===== config.mk =====
export PLATFORM = sky130hd
export DESIGN_NAME = key_pattern_sel_flat
export DESIGN_NICKNAME = d
export VERILOG_FILES = /design/src/rtl/lcd_tester_pkg.sv /design/src/rtl/key_pattern_sel_if.sv /design/src/rtl/key_pattern_sel_debounce.sv /design/src/rtl/key_pattern_sel.sv /design/src/flat_wrapper.sv
export SDC_FILE = /design/constraint.sdc
export NUM_CORES = 1
export LEC_CHECK = 0
export CAP_MARGIN = 20
export CORE_ASPECT_RATIO = 0.5
export CORE_UTILIZATION = 45
export DETAILED_ROUTE_END_ITERATION = 16
export PLACE_DENSITY = 0.6
export SETUP_SLACK_MARGIN = 0.05
export SYNTH_ARGS = -nofsm -noshare
export SYNTH_HDL_FRONTEND = slang
export SYNTH_HIERARCHICAL = 1
export SYNTH_SLANG_ARGS = --single-unit

===== constraint.sdc =====
create_clock -name clk -period 3.2 [get_ports clk]
set_input_delay 0.8 -clock clk [delete_from_list [all_inputs] [get_ports clk]]
set_output_delay 0.8 -clock clk [all_outputs]
set_load 0.02 [all_outputs]

===== src/rtl/lcd_tester_pkg.sv =====
`default_nettype none
// ============================================================================
// Module      : lcd_tester_pkg
// Description : Shared constants, pattern encodings and press-FSM states for
//               the LCD tester control path.
// Revision    : 1.0 - initial release
// ============================================================================
package lcd_tester_pkg;

    localparam int unsigned c_idx_w       = 4;
    localparam int unsigned c_pattern_num = 9;

    // Pattern index encodings seen by the colour/grayscale mux
    localparam logic [c_idx_w-1:0] c_pat_red       = 4'd0;
    localparam logic [c_idx_w-1:0] c_pat_green     = 4'd1;
    localparam logic [c_idx_w-1:0] c_pat_blue      = 4'd2;
    localparam logic [c_idx_w-1:0] c_pat_black     = 4'd3;
    localparam logic [c_idx_w-1:0] c_pat_white     = 4'd4;
    localparam logic [c_idx_w-1:0] c_pat_ramp_r    = 4'd5;
    localparam logic [c_idx_w-1:0] c_pat_ramp_g    = 4'd6;
    localparam logic [c_idx_w-1:0] c_pat_ramp_b    = 4'd7;
    localparam logic [c_idx_w-1:0] c_pat_gray_bars = 4'd8;

    localparam logic [1:0] c_st_idle  = 2'd0;
    localparam logic [1:0] c_st_press = 2'd1;
    localparam logic [1:0] c_st_held  = 2'd2;

    typedef enum logic [1:0] {
        IDLE  = c_st_idle,
        PRESS = c_st_press,
        HELD  = c_st_held
    } press_state_t;

    function automatic logic [c_idx_w-1:0] next_pattern(
        input logic [c_idx_w-1:0] idx,
        input int unsigned        num
    );
        return (32'(idx) == num - 32'd1) ? '0 : idx + 4'd1;
    endfunction

endpackage
`default_nettype wire


===== src/rtl/key_pattern_sel_if.sv =====
`default_nettype none
// ============================================================================
// Module      : key_pattern_sel_if
// Description : Button/auto-advance inputs and pattern-select outputs.
// Revision    : 1.0 - initial release
// ============================================================================
interface key_pattern_sel_if;
    import lcd_tester_pkg::*;

    logic               key_in;
    logic               auto_en;
    logic [c_idx_w-1:0] pattern_idx;
    logic               step_pulse;
    logic               long_pulse;
    logic               key_pressed;

    modport master (
        output key_in,
        output auto_en,
        input  pattern_idx,
        input  step_pulse,
        input  long_pulse,
        input  key_pressed
    );

    modport slave (
        input  key_in,
        input  auto_en,
        output pattern_idx,
        output step_pulse,
        output long_pulse,
        output key_pressed
    );

endinterface
`default_nettype wire


===== src/rtl/key_pattern_sel_debounce.sv =====
`default_nettype none
// ============================================================================
// Module      : key_debounce
// Description : Two-flop synchroniser and stable-level debounce for an
//               active-low push-button.
// Revision    : 1.0 - initial release
// ============================================================================
module key_debounce #(
    parameter logic [31:0] DEBOUNCE_CYC = 32'd500000
) (
    input  logic clk,
    input  logic rst_n,
    input  logic key_in,
    output logic key_pressed
);

    logic        r_sync1;
    logic        r_sync2;
    logic        r_level;
    logic [31:0] r_cnt;

    // Released level is 1, so the chain powers up as "not pressed"
    always_ff @(posedge clk or negedge rst_n) begin
        if (!rst_n) begin
            r_sync1 <= 1'b1;
            r_sync2 <= 1'b1;
        end else begin
            r_sync1 <= key_in;
            r_sync2 <= r_sync1;
        end
    end

    always_ff @(posedge clk or negedge rst_n) begin
        if (!rst_n) begin
            r_level <= 1'b1;
            r_cnt   <= '0;
        end else if (r_sync2 == r_level) begin
            r_cnt   <= '0;
        end else if (r_cnt == DEBOUNCE_CYC - 32'd1) begin
            r_level <= r_sync2;
            r_cnt   <= '0;
        end else begin
            r_cnt   <= r_cnt + 32'd1;
        end
    end

    assign key_pressed = ~r_level;

endmodule
`default_nettype wire


===== src/rtl/key_pattern_sel.sv =====
`default_nettype none
// ============================================================================
// Module      : key_pattern_sel
// Description : Short/long press classification, pattern index stepping and
//               timed auto-advance for the LCD tester pattern generator.
// Revision    : 1.0 - initial release
// ============================================================================
module key_pattern_sel
    import lcd_tester_pkg::*;
#(
    parameter logic [31:0] DEBOUNCE_CYC = 32'd500000,
    parameter logic [31:0] LONG_CYC     = 32'd50000000,
    parameter logic [31:0] AUTO_CYC     = 32'd100000000,
    parameter int unsigned PATTERN_NUM  = c_pattern_num
) (
    input  logic             clk,
    input  logic             rst_n,
    key_pattern_sel_if.slave bus
);

    if (PATTERN_NUM > 16 || PATTERN_NUM < 1) begin : g_bad_pattern_num
        $error("key_pattern_sel: PATTERN_NUM must lie in 1..16");
    end

    if (DEBOUNCE_CYC == 32'd0 || LONG_CYC == 32'd0 || AUTO_CYC == 32'd0) begin : g_bad_cycles
        $error("key_pattern_sel: cycle counts must be non-zero");
    end

    press_state_t       r_state;
    press_state_t       w_state_nxt;
    logic [31:0]        r_hold;
    logic [31:0]        r_auto_cnt;
    logic [c_idx_w-1:0] r_idx;
    logic               w_key_pressed;
    logic               w_short_step;
    logic               w_long;
    logic               w_auto_run;
    logic               w_auto_step;
    logic               w_step;

    key_debounce #(
        .DEBOUNCE_CYC (DEBOUNCE_CYC)
    ) u_debounce (
        .clk         (clk),
        .rst_n       (rst_n),
        .key_in      (bus.key_in),
        .key_pressed (w_key_pressed)
    );

    always_ff @(posedge clk or negedge rst_n) begin
        if (!rst_n) begin
            r_state <= IDLE;
        end else begin
            r_state <= w_state_nxt;
        end
    end

    // Long detection wins over a release landing on the same cycle
    always_comb begin
        w_state_nxt  = r_state;
        w_short_step = 1'b0;
        w_long       = 1'b0;
        unique case (r_state)
            IDLE: begin
                if (w_key_pressed) begin
                    w_state_nxt = PRESS;
                end
            end
            PRESS: begin
                if (r_hold == LONG_CYC - 32'd1) begin
                    w_long      = 1'b1;
                    w_state_nxt = HELD;
                end else if (!w_key_pressed) begin
                    w_short_step = 1'b1;
                    w_state_nxt  = IDLE;
                end
            end
            HELD: begin
                if (!w_key_pressed) begin
                    w_state_nxt = IDLE;
                end
            end
            default: begin
                w_state_nxt = IDLE;
            end
        endcase
    end

    always_ff @(posedge clk or negedge rst_n) begin
        if (!rst_n) begin
            r_hold <= '0;
        end else if (r_state != PRESS) begin
            r_hold <= '0;
        end else begin
            r_hold <= r_hold + 32'd1;
        end
    end

    // Only counting in IDLE keeps auto and short-press steps mutually exclusive
    assign w_auto_run  = bus.auto_en && (r_state == IDLE);
    assign w_auto_step = w_auto_run && (r_auto_cnt == AUTO_CYC - 32'd1);
    assign w_step      = w_short_step || w_auto_step;

    always_ff @(posedge clk or negedge rst_n) begin
        if (!rst_n) begin
            r_auto_cnt <= '0;
        end else if (!w_auto_run || w_auto_step) begin
            r_auto_cnt <= '0;
        end else begin
            r_auto_cnt <= r_auto_cnt + 32'd1;
        end
    end

    always_ff @(posedge clk or negedge rst_n) begin
        if (!rst_n) begin
            r_idx <= '0;
        end else if (w_long) begin
            r_idx <= '0;
        end else if (w_step) begin
            r_idx <= next_pattern(r_idx, PATTERN_NUM);
        end
    end

    assign bus.pattern_idx = r_idx;
    assign bus.step_pulse  = w_step;
    assign bus.long_pulse  = w_long;
    assign bus.key_pressed = w_key_pressed;

endmodule
`default_nettype wire


===== src/flat_wrapper.sv =====
// flat-port wrapper written by rule: the top's interface ports become plain ports
module key_pattern_sel_flat import lcd_tester_pkg::*;
#(
    parameter logic [31:0] DEBOUNCE_CYC = 32'd500000,
    parameter logic [31:0] LONG_CYC     = 32'd50000000,
    parameter logic [31:0] AUTO_CYC     = 32'd100000000,
    parameter int unsigned PATTERN_NUM  = c_pattern_num
)
  (clk, rst_n, bus_key_in, bus_auto_en, bus_pattern_idx, bus_step_pulse, bus_long_pulse, bus_key_pressed);
  key_pattern_sel_if bus_i ();
  input  logic clk;
  input  logic rst_n;
  input wire logic [$bits(bus_i.key_in)-1:0] bus_key_in;
  input wire logic [$bits(bus_i.auto_en)-1:0] bus_auto_en;
  output wire logic [$bits(bus_i.pattern_idx)-1:0] bus_pattern_idx;
  output wire logic [$bits(bus_i.step_pulse)-1:0] bus_step_pulse;
  output wire logic [$bits(bus_i.long_pulse)-1:0] bus_long_pulse;
  output wire logic [$bits(bus_i.key_pressed)-1:0] bus_key_pressed;
  assign bus_i.key_in = bus_key_in;
  assign bus_i.auto_en = bus_auto_en;
  assign bus_pattern_idx = bus_i.pattern_idx;
  assign bus_step_pulse = bus_i.step_pulse;
  assign bus_long_pulse = bus_i.long_pulse;
  assign bus_key_pressed = bus_i.key_pressed;
  key_pattern_sel #(.DEBOUNCE_CYC(DEBOUNCE_CYC), .LONG_CYC(LONG_CYC), .AUTO_CYC(AUTO_CYC), .PATTERN_NUM(PATTERN_NUM)) u_core (.clk(clk), .rst_n(rst_n), .bus(bus_i));
endmodule

==> metrics.txt, run 1 <==
status finished with violations; failing checks negative setup slack; Sw Ratio 0.210; logic gate share of total power 0.019; clock power share 0.439; kind of cell adding the most delay to the critical path simple AND/OR/NAND/NOR gates; Starting Density 0.465; Final setup viols 1; Clock Tree Buf Depth 2; CP max stage delay 540 ps; CP cell instances or4_4, or4_4, or3_4, a2bb2oi_4, inv_2, buf_6; initial drt markers 284; gr ovfl total 0; fraction of the mapped netlist area in simple logic gates 0.303; Die Footprint 0.0128 mm^2; CTS sink count 105; Final TNS setup -86.9 ps; maximum VDD drop 0.000277 V; Detail Placement HPWL 7900 um; ys async rst share 1.00; first-pass GRT wire length 20000 um; Final ANT Viol Nets 0; largest net degree at the start of global routing 45; wire length per cell 14.5 um; Hold Buf Count CTS 0; worst skew pair latency 340 ps; Lkg Pwr 2.68 nW; post-synthesis cell type count 51; I/O Buffers 10; cell with the most instances after synthesis dfrtp_1; fin crit period 3290 ps; Root Driver clkbuf_16; H-Tree Depth 3; Worst-path clk slew 70 ps; routability congestion estimate 0.826; die width 159 um; CP endpoint kind primary output; final net count 639; P per Cell Area 386 mW/mm^2; Slew Viols, Final 0; Via density 5.37; number of global-route vias before repair 4128; ys flop type dfrtp_1; WP data required 2400 ps; share of layout cells above drive strength 1 0.143; Least-Margin Pin Slew 891 ps; setup ws final -86.9 ps; TritonCTS clock tree yes; Synth Area per Inst 9.45 um^2; Cell Count, Final, Fillers Out 800; Vias 4293; Layout area overhead 15.6%; sequential fraction of design power 0.542; IO Pins 11; Critical Path Fanout Max 2; xor/xnor share of the synthesized area 0.109; initial antenna violation count 0; area leader, netlist dfrtp_1; Synth top area share 0.461; Fillers 1132; largest family of logic cells by synthesized area simple AND/OR/NAND/NOR gates; CP arrival 2490 ps; FP Rows 28; final clock skew 9.64 ps; syn nets 595; Ys Warns 6; Design Power 2.47 mW; 1st-pass router iterations 4; reg-to-reg slack, setup 730 ps; fin crit share 1.03; Crit-path slowest cell or4_4; Startpoint Class flip-flop; CP most frequent cell or4_4; number of max-cap violations 0; DRC Markers 0; leading post-synthesis cells by cell area dfrtp_1, xor2_1, nor2_1; EDFF count, synth 0; maximum clock frequency 304 MHz; placed cell area 0.00608 mm^2; Num CTS Buffers 9; Seq/Total Area, Yosys 0.475; adder-cell share of the synthesized area 0.0113; Inst Count DP 782; synthesized instance count 586; routed wire length 11600 um; height of the die 80.4 um; RSZ-0062 raised after global routing yes; Final Cell Area 0.00640 mm^2; Hold Crit Class flip-flop to flip-flop; Cell Area, Synth 0.00554 mm^2; Net Sw Power 519 uW; Worst Path Buf+Inv 2; Pint 1.95 mW; Slew headroom 0.400; Compound-Gate Fraction of Synth Area 0.0574; synth cell count leaders dfrtp_1, nor2_1, xor2_1; mux cell area share after synthesis 0.00746; Final Hold Vio Count 0; diodes inserted 0; Synth Register Bits 105; Core Footprint 0.0119 mm^2; Tot GR Track Use 0.198; Crit Path Class flip-flop to primary output
final timing paths:
check,endpoint,depth (start not counted),from
worst max-delay path,bus_step_pulse,6,u_core/r_hold[29]$_DFF_PN0_
worst min-delay path,u_core/u_debounce/r_sync2$_DFF_PN1_,0,u_core/u_debounce/r_sync1$_DFF_PN1_
worst max register to register,u_core/bus.pattern_idx[3]$_DFFE_PN0P_,6,u_core/r_hold[11]$_DFF_PN0_
worst min register to register,u_core/u_debounce/r_sync2$_DFF_PN1_,0,u_core/u_debounce/r_sync1$_DFF_PN1_
max in group asynchronous,u_core/u_debounce/r_sync1$_DFF_PN1_,2,rst_n
min in group asynchronous,u_core/r_auto_cnt[20]$_DFF_PN0_,1,rst_n
layout make-up:
type	instances	area [um^2]	share of cell area
Inverter	16	60.1	0.00939
Multi-Input combinational cell	437	2720	0.425
Timing Repair Buffer	61	493	0.0771
Clock inverter	5	56.3	0.00880
Tap cell	165	206	0.0323
Clock buffer	11	233	0.0364
Sequential cell	105	2630	0.411
sequential cells by signal (all words and copies together) (netlist names):
name,flops
u_core/bus.pattern_idx,4
u_core/r_auto_cnt,32
u_core/r_hold,32
u_core/r_state,2
u_core/u_debounce/r_cnt,32
u_core/u_debounce/r_level,1
u_core/u_debounce/r_sync1,1
u_core/u_debounce/r_sync2,1
layout by cell type (no fill, tap or decap), drive strengths merged, types with 17 or more instances in the layout:
cell type  instances
dfrtp            102
nor2              86
buf               53
xor2              41
nand2             40
nand4             40
nand3             37
xnor2             28
a21oi             23
nor4              17
metal layers:
layer	global-route usage	wire (um)	vias to the layer above	part of all wire
li1	-	-	2168	-
met1	0.276	6040	2080	0.52
met2	0.311	5160	41	0.45
met3	0.0418	292	4	0.025
met4	0.0538	65	0	0.0056
met5	0	0	-	0
metrics by stage:
stage / util / setup WS, ps / hold slack (ps)
finish: 0.537 / -86.9 / 357
global route: 0.537 / -152 / 360
CTS: 0.534 / -126 / 358
detailed placement: 0.511 / -122 / 347
global placement: 0.511 / -112 / 347
floorplan: - / 284 / 345
power by group through the flow:
stage          registers, mW  logic [mW]  clock network (mW)
5_1_grt                 1.34      0.0557                1.17
2_1_floorplan           1.36      0.0112                   0
4_1_cts                 1.34      0.0511                1.13
6_report                1.34      0.0475                1.08
3_3_place_gp            1.36      0.0495                   0
3_5_place_dp            1.36      0.0504                   0
cell families after synthesis:
logic type / after synthesis
buffers and inverters: 44
flip-flops: 105
XOR/XNOR: 69
multiplexers: 4
adder cells (fa/ha/maj): 5
AND/OR/NAND/NOR: 307
AO/OA/AOI/OAI: 52
what timing repair did:
action,in CTS,in global routing
endpoints found under the setup margin,2,2
resized for setup,5,8
pin swaps,0,4
setup buffers,0,2
(Power assumes the default switching activity.)
==> inputs of run 2 (changes only) <==
--- a/config.mk
+++ b/config.mk
@@ -7,6 +7,7 @@
 export LEC_CHECK = 0
 export CAP_MARGIN = 20
 export CORE_ASPECT_RATIO = 0.5
+export CORE_MARGIN = 2
 export CORE_UTILIZATION = 45
 export DETAILED_ROUTE_END_ITERATION = 16
 export PLACE_DENSITY = 0.6
==> metrics.txt, run 2 (synthesis results as in run 1) <==
clock power share 0.457 (+0.018); Hold Crit Class flip-flop to flip-flop; Detail Placement HPWL 7820 um (-0.93%); final net count 639 (unchanged); Slew Viols, Final 0 (unchanged); HP Start u_core/u_debounce/r_sync1$_DFF_PN1_; Pint 2.03 mW (+4.0%); worst-case reg-to-reg path depth 6 (unchanged); gr ovfl total 0 (unchanged); met1 Track Usage GR 0.263 (-0.0135); H-Tree Depth 3 (unchanged); Final Hold Vio Count 0 (unchanged); Design Power 2.55 mW (+3.2%); initial antenna violation count 0 (unchanged); routing usage on met2 0.288 (-0.0238); Num CTS Buffers 9 (unchanged); 1st-pass router iterations 4 (unchanged); Final Cell Area 0.00643 mm^2 (+0.49%); Worst R2R Start u_core/r_hold[26]$_DFF_PN0_; reg-to-reg slack, setup 780 ps (+50 ps); P per Cell Area 396 mW/mm^2 (+2.7%); setup ws final -63.2 ps (+23.8 ps); Die Footprint 0.0133 mm^2 (+3.8%); Final ANT Viol Nets 0 (unchanged); CP endpoint kind primary output; first-pass GRT wire length 19500 um (-2.8%); final clock skew 8.12 ps (-1.53 ps); CP arrival 2460 ps (-30 ps); maximum clock frequency 306 MHz (+0.73%); number of max-cap violations 0 (unchanged); Slew headroom 0.412 (+0.0117); sequential fraction of design power 0.525 (-0.017); Lkg Pwr 2.69 nW (about the same); Crit. Startpoint u_core/r_hold[26]$_DFF_PN0_; Clock Tree Buf Depth 2 (unchanged); placed cell area 0.00609 mm^2 (+0.12%); Least-Margin Pin Slew 874 ps (-17.4 ps); hold slack final 356 ps (-0.976 ps); Net Sw Power 520 uW (+0.30%); Via density 5.42 (+0.96%); routed wire length 11600 um (about the same); IO Pins 11 (unchanged); number of global-route vias before repair 4020 (-2.6%); worst skew pair latency 350 ps (about the same); CTS sink count 105 (unchanged); WP data required 2400 ps (about the same); wire length per cell 14.5 um (about the same); most frequent cells in the layout dfrtp_1, nor2_1, buf_4, xor2_1; status finished with violations; RR Endpoint u_core/bus.pattern_idx[3]$_DFFE_PN0P_; die width 161 um (+1.3%); initial drt markers 277 (-2.5%); fin crit period 3260 ps (-23.8 ps); failing checks negative setup slack; met3 Resource Use GR 0.0435 (+0.00162); final core occ 0.540 (+0.00263); diodes inserted 0 (unchanged); commonest non-fill, non-tap cell in the layout dfrtp_1; Largest regs u_core/r_auto_cnt x32, u_core/r_hold x32, u_core/u_debounce/r_cnt x32; largest net degree at the start of global routing 57 (+27%); Tot GR Track Use 0.185 (-0.0126); Root Driver clkbuf_16; I/O Buffers 10 (unchanged); Startpoint Class flip-flop; CP endpoint bus_step_pulse; Sw Ratio 0.204 (-0.00595); FP Rows 28 (unchanged); Hold Buf Count CTS 0 (unchanged); Core Footprint 0.0119 mm^2 (unchanged); Starting Density 0.465 (unchanged); Crit Path Class flip-flop to primary output; Final setup viols 1 (unchanged); Critical Path Fanout Max 2 (unchanged); maximum VDD drop 0.000244 V (-12%); share of layout cells above drive strength 1 0.146 (+0.00315); GRT busiest layer met2; RSZ-0062 raised after global routing yes; Fillers 1080 (-4.6%); fin crit share 1.02 (-0.00743); Layout area overhead 16.1%; TritonCTS clock tree yes; height of the die 82.4 um (+2.5%); routability congestion estimate 0.811 (-1.7%); Vias 4334 (+0.96%); DRC Markers 0 (unchanged); Place WS -121 ps (+0.952 ps); logic gate share of total power 0.018 (about the same); Worst-path clk slew 70 ps (about the same)
## run 2: final cells by class
type,count,area [um^2],share of cell area
Inverter,16,60.1,0.00934
Tap cell,165,206,0.0321
Multi-Input combinational cell,437,2720,0.423
Clock inverter,5,80.1,0.0125
Timing Repair Buffer,61,495,0.0771
Clock buffer,11,233,0.0362
Sequential cell,105,2630,0.409
## run 2: how the worst min path moves through the flow
stage	end	slack, ps	depth (start not counted)
after detailed placement	u_core/u_debounce/r_sync2$_DFF_PN1_	350	0
after global placement	u_core/u_debounce/r_sync2$_DFF_PN1_	350	0
after CTS	u_core/u_debounce/r_sync2$_DFF_PN1_	360	0
after global routing	u_core/u_debounce/r_sync2$_DFF_PN1_	360	0
after floorplan	u_core/u_debounce/r_sync2$_DFF_PN1_	350	0
final	u_core/u_debounce/r_sync2$_DFF_PN1_	360	0
## run 2: timing repair
| action | in CTS | in global routing |
|---|---|---|
| setup buffers | 1 | 0 |
| pin swaps | 1 | 4 |
| setup endpoints to repair | 2 | 2 |
| hold endpoints to repair | 0 | 0 |
| gates resized for setup | 11 | 4 |
## run 2: per-layer routing
metal / routed length (um) / vias up
li1: - / 2174
met1: 6120 / 2092
met2: 4940 / 56
met3: 382 / 12
met4: 123 / 0
met5: 0 / -
## run 2: worst max-delay path, stage by stage, from the launching register on
cell       delay (ps)
dfrtp_1           370
or4b_1            510
or4_4             510
or3_4             400
a2bb2oi_4         160
inv_2              40
buf_6             120
## run 2: power groups by stage
stage | Sequential, mW | Combinational [mW] | Clock, mW
global placement | 1.36 | 0.0489 | 0
floorplan | 1.36 | 0.0112 | 0
CTS | 1.34 | 0.0489 | 1.20
finish | 1.34 | 0.0456 | 1.16
detailed placement | 1.36 | 0.0487 | 0
global route | 1.34 | 0.0544 | 1.25
## run 2: per-stage QoR
| step | setup TNS [ps] | std cells |
|---|---|---|
| 5_1_grt | -121 | 800 |
| 3_5_place_dp | -121 | 783 |
| 6_report | -63.2 | 800 |
| 4_1_cts | -84.5 | 800 |
| 2_1_floorplan | 0 | 586 |
| 3_3_place_gp | -112 | 783 |
==> inputs of run 3 (changes only) <==
--- a/config.mk
+++ b/config.mk
@@ -14,5 +14,4 @@
 export SETUP_SLACK_MARGIN = 0.05
 export SYNTH_ARGS = -nofsm -noshare
 export SYNTH_HDL_FRONTEND = slang
-export SYNTH_HIERARCHICAL = 1
 export SYNTH_SLANG_ARGS = --single-unit
==> metrics.txt, run 3 <==
Synth top area share 0.477 (+0.0154); Synth Register Bits 105 (unchanged); Crit-path slowest cell or4b_2; adder-cell share of the synthesized area 0.0117 (+0.000378); Seq/Total Area, Yosys 0.491 (+0.0159); Fillers 1090 (+0.93%); largest net degree at the start of global routing 106 (+86%); Startpoint Class flip-flop; Core Footprint 0.0117 mm^2 (-1.8%); mux cell area share after synthesis 0.0100 (+0.00259); initial drt markers 273 (-1.4%); post-synthesis cell type count 42 (-18%); IO Pins 11 (unchanged); Least-Margin Pin Slew 740 ps (-134 ps); Largest regs u_core.r_auto_cnt x32, u_core.r_hold x32, u_core.u_debounce.r_cnt x32; Num CTS Buffers 9 (unchanged); fin crit share 0.936 (-0.0838); Final ANT Viol Nets 0 (unchanged); sequential fraction of design power 0.530 (+0.005); leading post-synthesis cells by cell area dfrtp_1, xnor2_1, nor2_1; area leader, netlist dfrtp_1; Worst-path clk slew 70 ps (about the same); syn nets 587 (-1.3%); initial antenna violation count 0 (unchanged); height of the die 81.1 um (-1.6%); diodes inserted 0 (unchanged); fraction of the mapped netlist area in simple logic gates 0.294 (-0.00858); Compound-Gate Fraction of Synth Area 0.0481 (-0.00929); CP endpoint kind primary output; Final TNS setup 0 ps (+63.2 ps); Layout area overhead 12.8%; Ys Warns 0 (-6); Crit Path Class flip-flop to primary output; ys async rst share 1.00 (unchanged); most frequent cells in the layout dfrtp_1, nor2_1, nand2_1, xnor2_1, nand3_1; FP Rows 28 (unchanged); cell with the most instances after synthesis dfrtp_1; synthesized instance count 578 (-1.4%); Slew headroom 0.503 (+0.0908); routed wire length 10500 um (-9.6%); Hold Crit Class flip-flop to flip-flop; Net Sw Power 531 uW (+1.9%); RSZ-0062 raised after global routing no; largest family of logic cells by synthesized area simple AND/OR/NAND/NOR gates; clock power share 0.452 (-0.005); Cell Area, Synth 0.00536 mm^2 (-3.2%); P per Cell Area 417 mW/mm^2 (+5.3%); 1st-pass router iterations 4 (unchanged); Final setup viols 0 (-1); worst skew pair latency 350 ps (about the same); gr ovfl total 0 (unchanged); CP arrival 2200 ps (-260 ps); maximum VDD drop 0.000222 V (-8.8%); CTS sink count 105 (unchanged); Sw Ratio 0.211 (+0.00621); wire length per cell 13.7 um (-5.5%); postcts setup bufs 0 (-1); Critical Path Fanout Max 2 (unchanged); number of global-route vias before repair 3849 (-4.3%); Vias 3999 (-7.7%); Slew Viols, Final 0 (unchanged); ys flop type dfrtp_1; final net count 604 (-5.5%); die width 158 um (-1.6%); Detail Placement HPWL 6980 um (-11%); setup ws final 205 ps (+268 ps); DRC Markers 0 (unchanged); Via density 5.23 (-3.5%); Die Footprint 0.0128 mm^2 (-3.1%); commonest non-fill, non-tap cell in the layout dfrtp_1; synth cell count leaders dfrtp_1, nor2_1, nand2_1; Seq. cell area 0.00263 mm^2 (unchanged); fin crit period 3000 ps (-268 ps); H-Tree Depth 3 (unchanged); Tot GR Track Use 0.180 (-0.00469); final clock skew 9.29 ps (+1.17 ps); logic gate share of total power 0.018 (about the same); Synth Area per Inst 9.27 um^2 (-1.9%); routability congestion estimate 0.778 (-4.1%); Final Hold Vio Count 0 (unchanged); xor/xnor share of the synthesized area 0.118 (+0.00855); CP max stage delay 670 ps (+160 ps); WP data required 2400 ps (about the same); I/O Buffers 10 (unchanged); EDFF count, synth 0 (unchanged); first-pass GRT wire length 18400 um (-5.6%); share of layout cells above drive strength 1 0.0850 (-0.0615); area of the multi-input gates 0.00260 mm^2 (-4.5%); TritonCTS clock tree yes; status finished, final reports clean; Root Driver clkbuf_16; Pint 1.99 mW (-1.8%); CP cell instances or4b_2, nor3_1, nand4_1, o22ai_2, clkbuf_2; number of max-cap violations 0 (unchanged); Clock Tree Buf Depth 2 (unchanged); Place WS 92.3 ps (+213 ps); maximum clock frequency 334 MHz (+8.9%); Lkg Pwr 2.45 nW (-8.8%); Starting Density 0.458 (-0.00694)
## run 3: cell count changes in the layout (fill, tap and decap cells not counted), moves of 5 or more
cell and change:
buf_4 -35, nand2_1 +5, nor4_1 +5, nand4_1 -22
or4_1 -7, and3_1 +8, nor3_1 +14, nand3_1 +5
o31ai_1 -10, a21oi_1 -5, nor2_1 +5, xor2_1 -12
xnor2_1 +15
## run 3: area by class of cell
cell class / count / area share
clock buffer: 11 / 0.0418
clock inverter: 5 / 0.00891
inverter: 18 / 0.0112
multi-input combinational: 435 / 0.430
sequential: 105 / 0.436
tap: 165 / 0.0342
timing repair buffer: 26 / 0.0377
## run 3: path summary, 6_finish.rpt
check	from	depth (start not counted)	to	slack, ps
worst max-delay path	u_core.r_auto_cnt[27]$_DFF_PN0_	5	bus_step_pulse	200
worst min-delay path	u_core.u_debounce.r_sync1$_DFF_PN1_	0	u_core.u_debounce.r_sync2$_DFF_PN1_	360
worst max register to register	u_core.r_auto_cnt[3]$_DFF_PN0_	5	u_core.r_auto_cnt[28]$_DFF_PN0_	870
worst min register to register	u_core.u_debounce.r_sync1$_DFF_PN1_	0	u_core.u_debounce.r_sync2$_DFF_PN1_	360
max in group asynchronous	rst_n	2	u_core.r_hold[24]$_DFF_PN0_	2260
min in group asynchronous	rst_n	2	u_core.r_auto_cnt[26]$_DFF_PN0_	480
## run 3: critical path: cells and delay by family, from the launching register on
family | cells | cell delay [ps]
and+or+nand+nor | 3 | 1050
DFF | 1 | 370
AOI/OAI and AO/OA | 1 | 240
buffers and inverters | 1 | 200
## run 3: power by group through the flow
| stage | logic, mW | registers [mW] | clock network (mW) |
|---|---|---|---|
| finish | 0.0466 | 1.34 | 1.14 |
| global route | 0.0557 | 1.34 | 1.23 |
| CTS | 0.0507 | 1.33 | 1.17 |
| detailed placement | 0.0506 | 1.36 | 0 |
| global placement | 0.0503 | 1.36 | 0 |
| floorplan | 0.0120 | 1.36 | 0 |
## run 3: cells by family after synthesis
group / count (synthesis)
AO/OA/AOI/OAI: 45
multiplexers: 5
adder cells (fa/ha/maj): 5
buffers and inverters: 38
flip-flops: 105
XOR/XNOR: 72
AND/OR/NAND/NOR: 308
## run 3: per-layer routing
layer	track usage	wire length (um)	part of all wire	vias up
li1	-	-	-	2030
met1	0.250	5420	0.52	1924
met2	0.287	4650	0.45	36
met3	0.0470	305	0.029	9
met4	0.0396	78	0.0075	0
met5	0	0	0	-
## run 3: repair_timing
| item | in CTS | in global routing |
|---|---|---|
| resized for setup | 3 | 2 |
| hold buffers | 0 | 0 |
| setup endpoints to repair | 1 | 2 |
## run 3: metrics by stage
step                      power [mW]  hold WS (ps)  instance area (um^2)  cells   util
after detailed placement        1.41           347                  5730    749  0.490
after global routing            2.62           360                  6040    765  0.516
final                           2.52           356                  6040    765  0.516
after global placement          1.41           347                  5730    749  0.490
after CTS                       2.56           357                  6040    765  0.516
after floorplan                 1.37           345                  5360    578      -
==> variant 1: new RTL, settings of run 1 <==
`DEBOUNCE_CYC` is set to 32'd500000 in 3 places; all go to 32'd250000.
--- a/src/rtl/key_pattern_sel_debounce.sv
+++ b/src/rtl/key_pattern_sel_debounce.sv
@@ -7,5 +7,5 @@
 // ============================================================================
 module key_debounce #(
-    parameter logic [31:0] DEBOUNCE_CYC = 32'd500000
+    parameter logic [31:0] DEBOUNCE_CYC = 32'd250000
 ) (
     input  logic clk,
--- a/src/rtl/key_pattern_sel.sv
+++ b/src/rtl/key_pattern_sel.sv
@@ -9,5 +9,5 @@
     import lcd_tester_pkg::*;
 #(
-    parameter logic [31:0] DEBOUNCE_CYC = 32'd500000,
+    parameter logic [31:0] DEBOUNCE_CYC = 32'd250000,
     parameter logic [31:0] LONG_CYC     = 32'd50000000,
     parameter logic [31:0] AUTO_CYC     = 32'd100000000,
--- a/src/flat_wrapper.sv
+++ b/src/flat_wrapper.sv
@@ -2,5 +2,5 @@
 module key_pattern_sel_flat import lcd_tester_pkg::*;
 #(
-    parameter logic [31:0] DEBOUNCE_CYC = 32'd500000,
+    parameter logic [31:0] DEBOUNCE_CYC = 32'd250000,
     parameter logic [31:0] LONG_CYC     = 32'd50000000,
     parameter logic [31:0] AUTO_CYC     = 32'd100000000,
Behaviour: no difference found for any inputs over 10 cycles, from zero or initial values and one cycle with rst_n low; that may be too few to reach the edited logic, so the function may still have changed.
==> variant 1 against run 1 <==
- the flow still finishes with violations (negative setup slack)
- largest cell class unchanged
- critical path type unchanged
- core utilization is 0.13 points lower
- combinational power is 2% higher
- largest power group unchanged
- sequential cell count stayed put
- setup slack better by 7.5 ps
- count of clock-buffer cells in the layout is 2 lower
- first-iteration DRC count is 25% lower
- die area is 1.2% lower
- power is 0.58% lower
- critical path depth stayed put
- design area is 0.82% lower
- wire length is 3.5% lower
- area after synthesis is 1.2% lower
==> variant 1: results (changes against run 1) <==
* Run status: finished with violations (unchanged)
* Violated checks: negative setup slack (unchanged)
* Vias per cell at 5.33 (was 5.37)
* Total track usage at 19.6% (was 19.8%)
* Die Wd at 158 um (was 159 um)
* Mean routed wirelength per cell at 14.1 um (was 14.5 um)
* Cell Count, Final, Fillers Out at 791 (was 800)
* Flop2flop setup slack at 700 ps (was 730 ps)
* Mux contribution to synthesized area at 0.755% (was 0.746%)
* Synth top cells by count: dfrtp_1 (102), nor2_1 (87), nand2_1 (42) (was dfrtp_1 (102), nor2_1 (86), xor2_1 (41))
* Placed insts at 773 (was 782)
* Drt initial violations at 213 (was 284)
* Share of cells above drive strength 1 at 15.0% (was 14.3%)
* Final setup margin at -79.5 ps (was -86.9 ps)
* Detail Placement HPWL at 7.65 mm (was 7.90 mm)
* Worst Hold Class: in2async (was reg2reg)
* Worst VDD drop at 0.000205 V (was 0.000277 V)
* Largest cells by area after synthesis: dfrtp_1 (47%), xor2_1 (6.1%), nor2_1 (6.0%) (was dfrtp_1 (46%), xor2_1 (6.5%), nor2_1 (5.8%))
* Adder and majority gate portion of the synthesized area at 1.14% (was 1.13%)
* Final number of setup-violating endpoints at 1 (unchanged)
* First-pass GRT wire length at 19.3 mm (was 20.0 mm)
* Launch point of the worst path: u_core/r_hold[26] (was u_core/r_hold[29])
* Routability-driven placement congestion ratio at 0.789 (was 0.826)
* Setup TNS Final at -79.5 ps (was -86.9 ps)
* Slowest cell on the critical path: or4b_1 (was or4_4)
* Final hold slack at 360 ps (was 357 ps)
* Worst Reg-to-Reg Cells at 7 (was 6)
* Syn Nets at 586 (was 595)
* Pin count of the biggest net entering global routing at 58 (was 45)
* Measured slew at the worst slew-check pin at 845 ps (was 891 ps)
* Vias in the first global route at 3945 (was 4128)
* Fillers at 1149 (was 1132)
* Mapped Cells at 577 (was 586)
* Pre-CTS WS at -132 ps (was -122 ps)
[variant 1: where the power goes]
group          switching [mW]  internal (mW)  leakage (nW)
clock                   0.525          0.545         0.140
combinational          0.0365         0.0121          1.10
sequential            0.00416           1.33          1.42
[variant 1: layout make-up]
class	instances	area share, %
inverters	17	1.01
flip-flops and latches	105	41.5
clock inverters	7	1.01
clock buffers	9	3.55
repair buffers	60	7.59
multi-input cells	428	42.1
well taps	165	3.25
[variant 1: worst register-to-register path, stage by stage, from the launching register on]
cell and delay [ps]:
dfrtp_1 380, or4b_1 510, or4_4 500, or3_4 410, a2bb2oi_4 160, buf_4 120
buf_4 120, mux2i_1 210
[variant 1: layer usage]
| metal | global-route usage, % | vias up | wire length, um |
|---|---|---|---|
| met5 | 0 | - | 0 |
| met4 | 4.76 | 0 | 83 |
| met3 | 4.61 | 7 | 255 |
| met2 | 30.5 | 33 | 5050 |
| met1 | 27.4 | 2047 | 5760 |
| li1 | - | 2131 | - |
[variant 1: kinds of logic (layout without fill, tap and decap cells)]
group / Yosys count / count (layout)
multiplexers: 4 / 4
XOR/XNOR: 70 / 70
buffers and inverters: 44 / 93
AO/OA/AOI/OAI: 51 / 51
flip-flops: 105 / 105
adder cells (fa/ha/maj): 5 / 5
AND/OR/NAND/NOR: 298 / 298
[variant 1: per-stage QoR]
stage          area, um^2  total power [mW]  util (%)
3_5_place_dp         6040              1.41      51.0
2_1_floorplan        5470              1.37         -
6_report             6340              2.45      53.6
4_1_cts              6330              2.50      53.4
3_3_place_gp         6040              1.41      51.0
5_1_grt              6340              2.56      53.6
[variant 1: repair_timing]
item,4_1_cts,5_1_grt
buffers inserted,0,2
resized for setup,7,6
endpoints found under the hold margin,0,0
endpoints found under the setup margin,2,2
pin swaps,1,4
==> variant 2: new RTL, flow settings as in run 1 <==
Without the edit above. Make the reset (`rst_n`) synchronous in 6 clocked blocks.
--- a/src/rtl/key_pattern_sel_debounce.sv
+++ b/src/rtl/key_pattern_sel_debounce.sv
@@ -21,5 +21,5 @@
 
     // Released level is 1, so the chain powers up as "not pressed"
-    always_ff @(posedge clk or negedge rst_n) begin
+    always_ff @(posedge clk) begin
         if (!rst_n) begin
             r_sync1 <= 1'b1;
@@ -31,5 +31,5 @@
     end
 
-    always_ff @(posedge clk or negedge rst_n) begin
+    always_ff @(posedge clk) begin
         if (!rst_n) begin
             r_level <= 1'b1;
--- a/src/rtl/key_pattern_sel.sv
+++ b/src/rtl/key_pattern_sel.sv
@@ -48,5 +48,5 @@
     );
 
-    always_ff @(posedge clk or negedge rst_n) begin
+    always_ff @(posedge clk) begin
         if (!rst_n) begin
             r_state <= IDLE;
@@ -87,5 +87,5 @@
     end
 
-    always_ff @(posedge clk or negedge rst_n) begin
+    always_ff @(posedge clk) begin
         if (!rst_n) begin
             r_hold <= '0;
@@ -102,5 +102,5 @@
     assign w_step      = w_short_step || w_auto_step;
 
-    always_ff @(posedge clk or negedge rst_n) begin
+    always_ff @(posedge clk) begin
         if (!rst_n) begin
             r_auto_cnt <= '0;
@@ -112,5 +112,5 @@
     end
 
-    always_ff @(posedge clk or negedge rst_n) begin
+    always_ff @(posedge clk) begin
         if (!rst_n) begin
             r_idx <= '0;
Formal check against the unedited RTL: no difference found for any inputs over 10 cycles, from zero or initial values and one cycle with rst_n low; that may be too few to reach the edited logic, so the function may still have changed.
==> variant 2 against run 1 <==
- core utilization down 0.27 points
- register-to-register slack improved by 130 ps
- area after synthesis shrank 9.8%
- setup slack improved by 410 ps
- design area is 12% lower
- non-clock buffer count is 37 lower
- sequential cell count is the same
- global-route usage shrank 1.4 points
- power rose by 2.3%
- wire length is 15% lower
- count of clock-buffer cells in the layout rose by 1
- die area fell by 9.7%
- largest cell class unchanged
- largest power group unchanged
- highest routed layer unchanged
==> variant 2: results (changes against run 1) <==
* Run status: finished, final reports clean (was finished with violations)
* Gate power share at 1.1% (was 1.9%)
* Vias in the first global route at 3730 (was 4128)
* Routability-driven placement congestion ratio at 0.784 (was 0.826)
* Power, Total at 2.53 mW (was 2.47 mW)
* Met3 Routed Length at 276 um (was 292 um)
* Post-cts resize count at 3 (was 5)
* Total track usage at 18.3% (was 19.8%)
* Mux contribution to synthesized area at 0.602% (was 0.746%)
* Pin count of the biggest net entering global routing at 33 (was 45)
* Synth Area in Compound Gates at 7.67% (was 5.74%)
* Total Nets Final at 609 (was 639)
* Crit Path Max Fanout at 4 (was 2)
* WHS Endpoint: u_core/u_debounce/r_sync2 (unchanged)
* Total vias in the final route at 4081 (was 4293)
* R2R Path Start: u_core/u_debounce/r_cnt[0] (was u_core/r_hold[11])
* Cell Count, Final, Fillers Out at 745 (was 800)
* Worst R2R End: u_core/u_debounce/r_cnt[22] (was u_core/bus.pattern_idx[3])
* Register area share after synthesis at 42.1% (was 47.5%)
* Worst Reg-to-Reg Cells at 5 (was 6)
* Main flop type after synthesis: dfxtp_1 (was dfrtp_1)
* First-pass GRT wire length at 17.2 mm (was 20.0 mm)
* Adder and majority gate portion of the synthesized area at 1.25% (was 1.13%)
* Met2 Usage GRT at 28.7% (was 31.1%)
* Syn avg cell area at 8.52 um^2 (was 9.45 um^2)
-- variant 2: area by class of cell --
type	instances	area, um^2
well taps	140	175
flip-flops and latches	105	2100
fillers	1026	4880
repair buffers	24	199
clock buffers	12	246
clock inverters	4	76.3
inverters	17	63.8
multi-input cells	443	2730
-- variant 2: worst max path at each step --
stage | start | to | slack [ps] | cells after the start
2_1_floorplan | u_core/r_hold[0] | bus_step_pulse | 550 | 6
3_3_place_gp | bus_auto_en | bus_step_pulse | 120 | 5
3_5_place_dp | bus_auto_en | bus_step_pulse | 110 | 5
4_1_cts | u_core/r_auto_cnt[0] | bus_step_pulse | 100 | 8
5_1_grt | u_core/r_auto_cnt[0] | bus_step_pulse | 130 | 8
6_report | u_core/r_auto_cnt[0] | bus_step_pulse | 320 | 8
-- variant 2: cells by family (layout without fill, tap and decap cells) --
logic type      count (synthesis)  count (layout)
mux                             3               3
simple gates                  308             308
buf+inv                        38              57
fa+ha+maj                       5               5
compound gates                 62              62
xor+xnor                       65              65
flops                         105             105
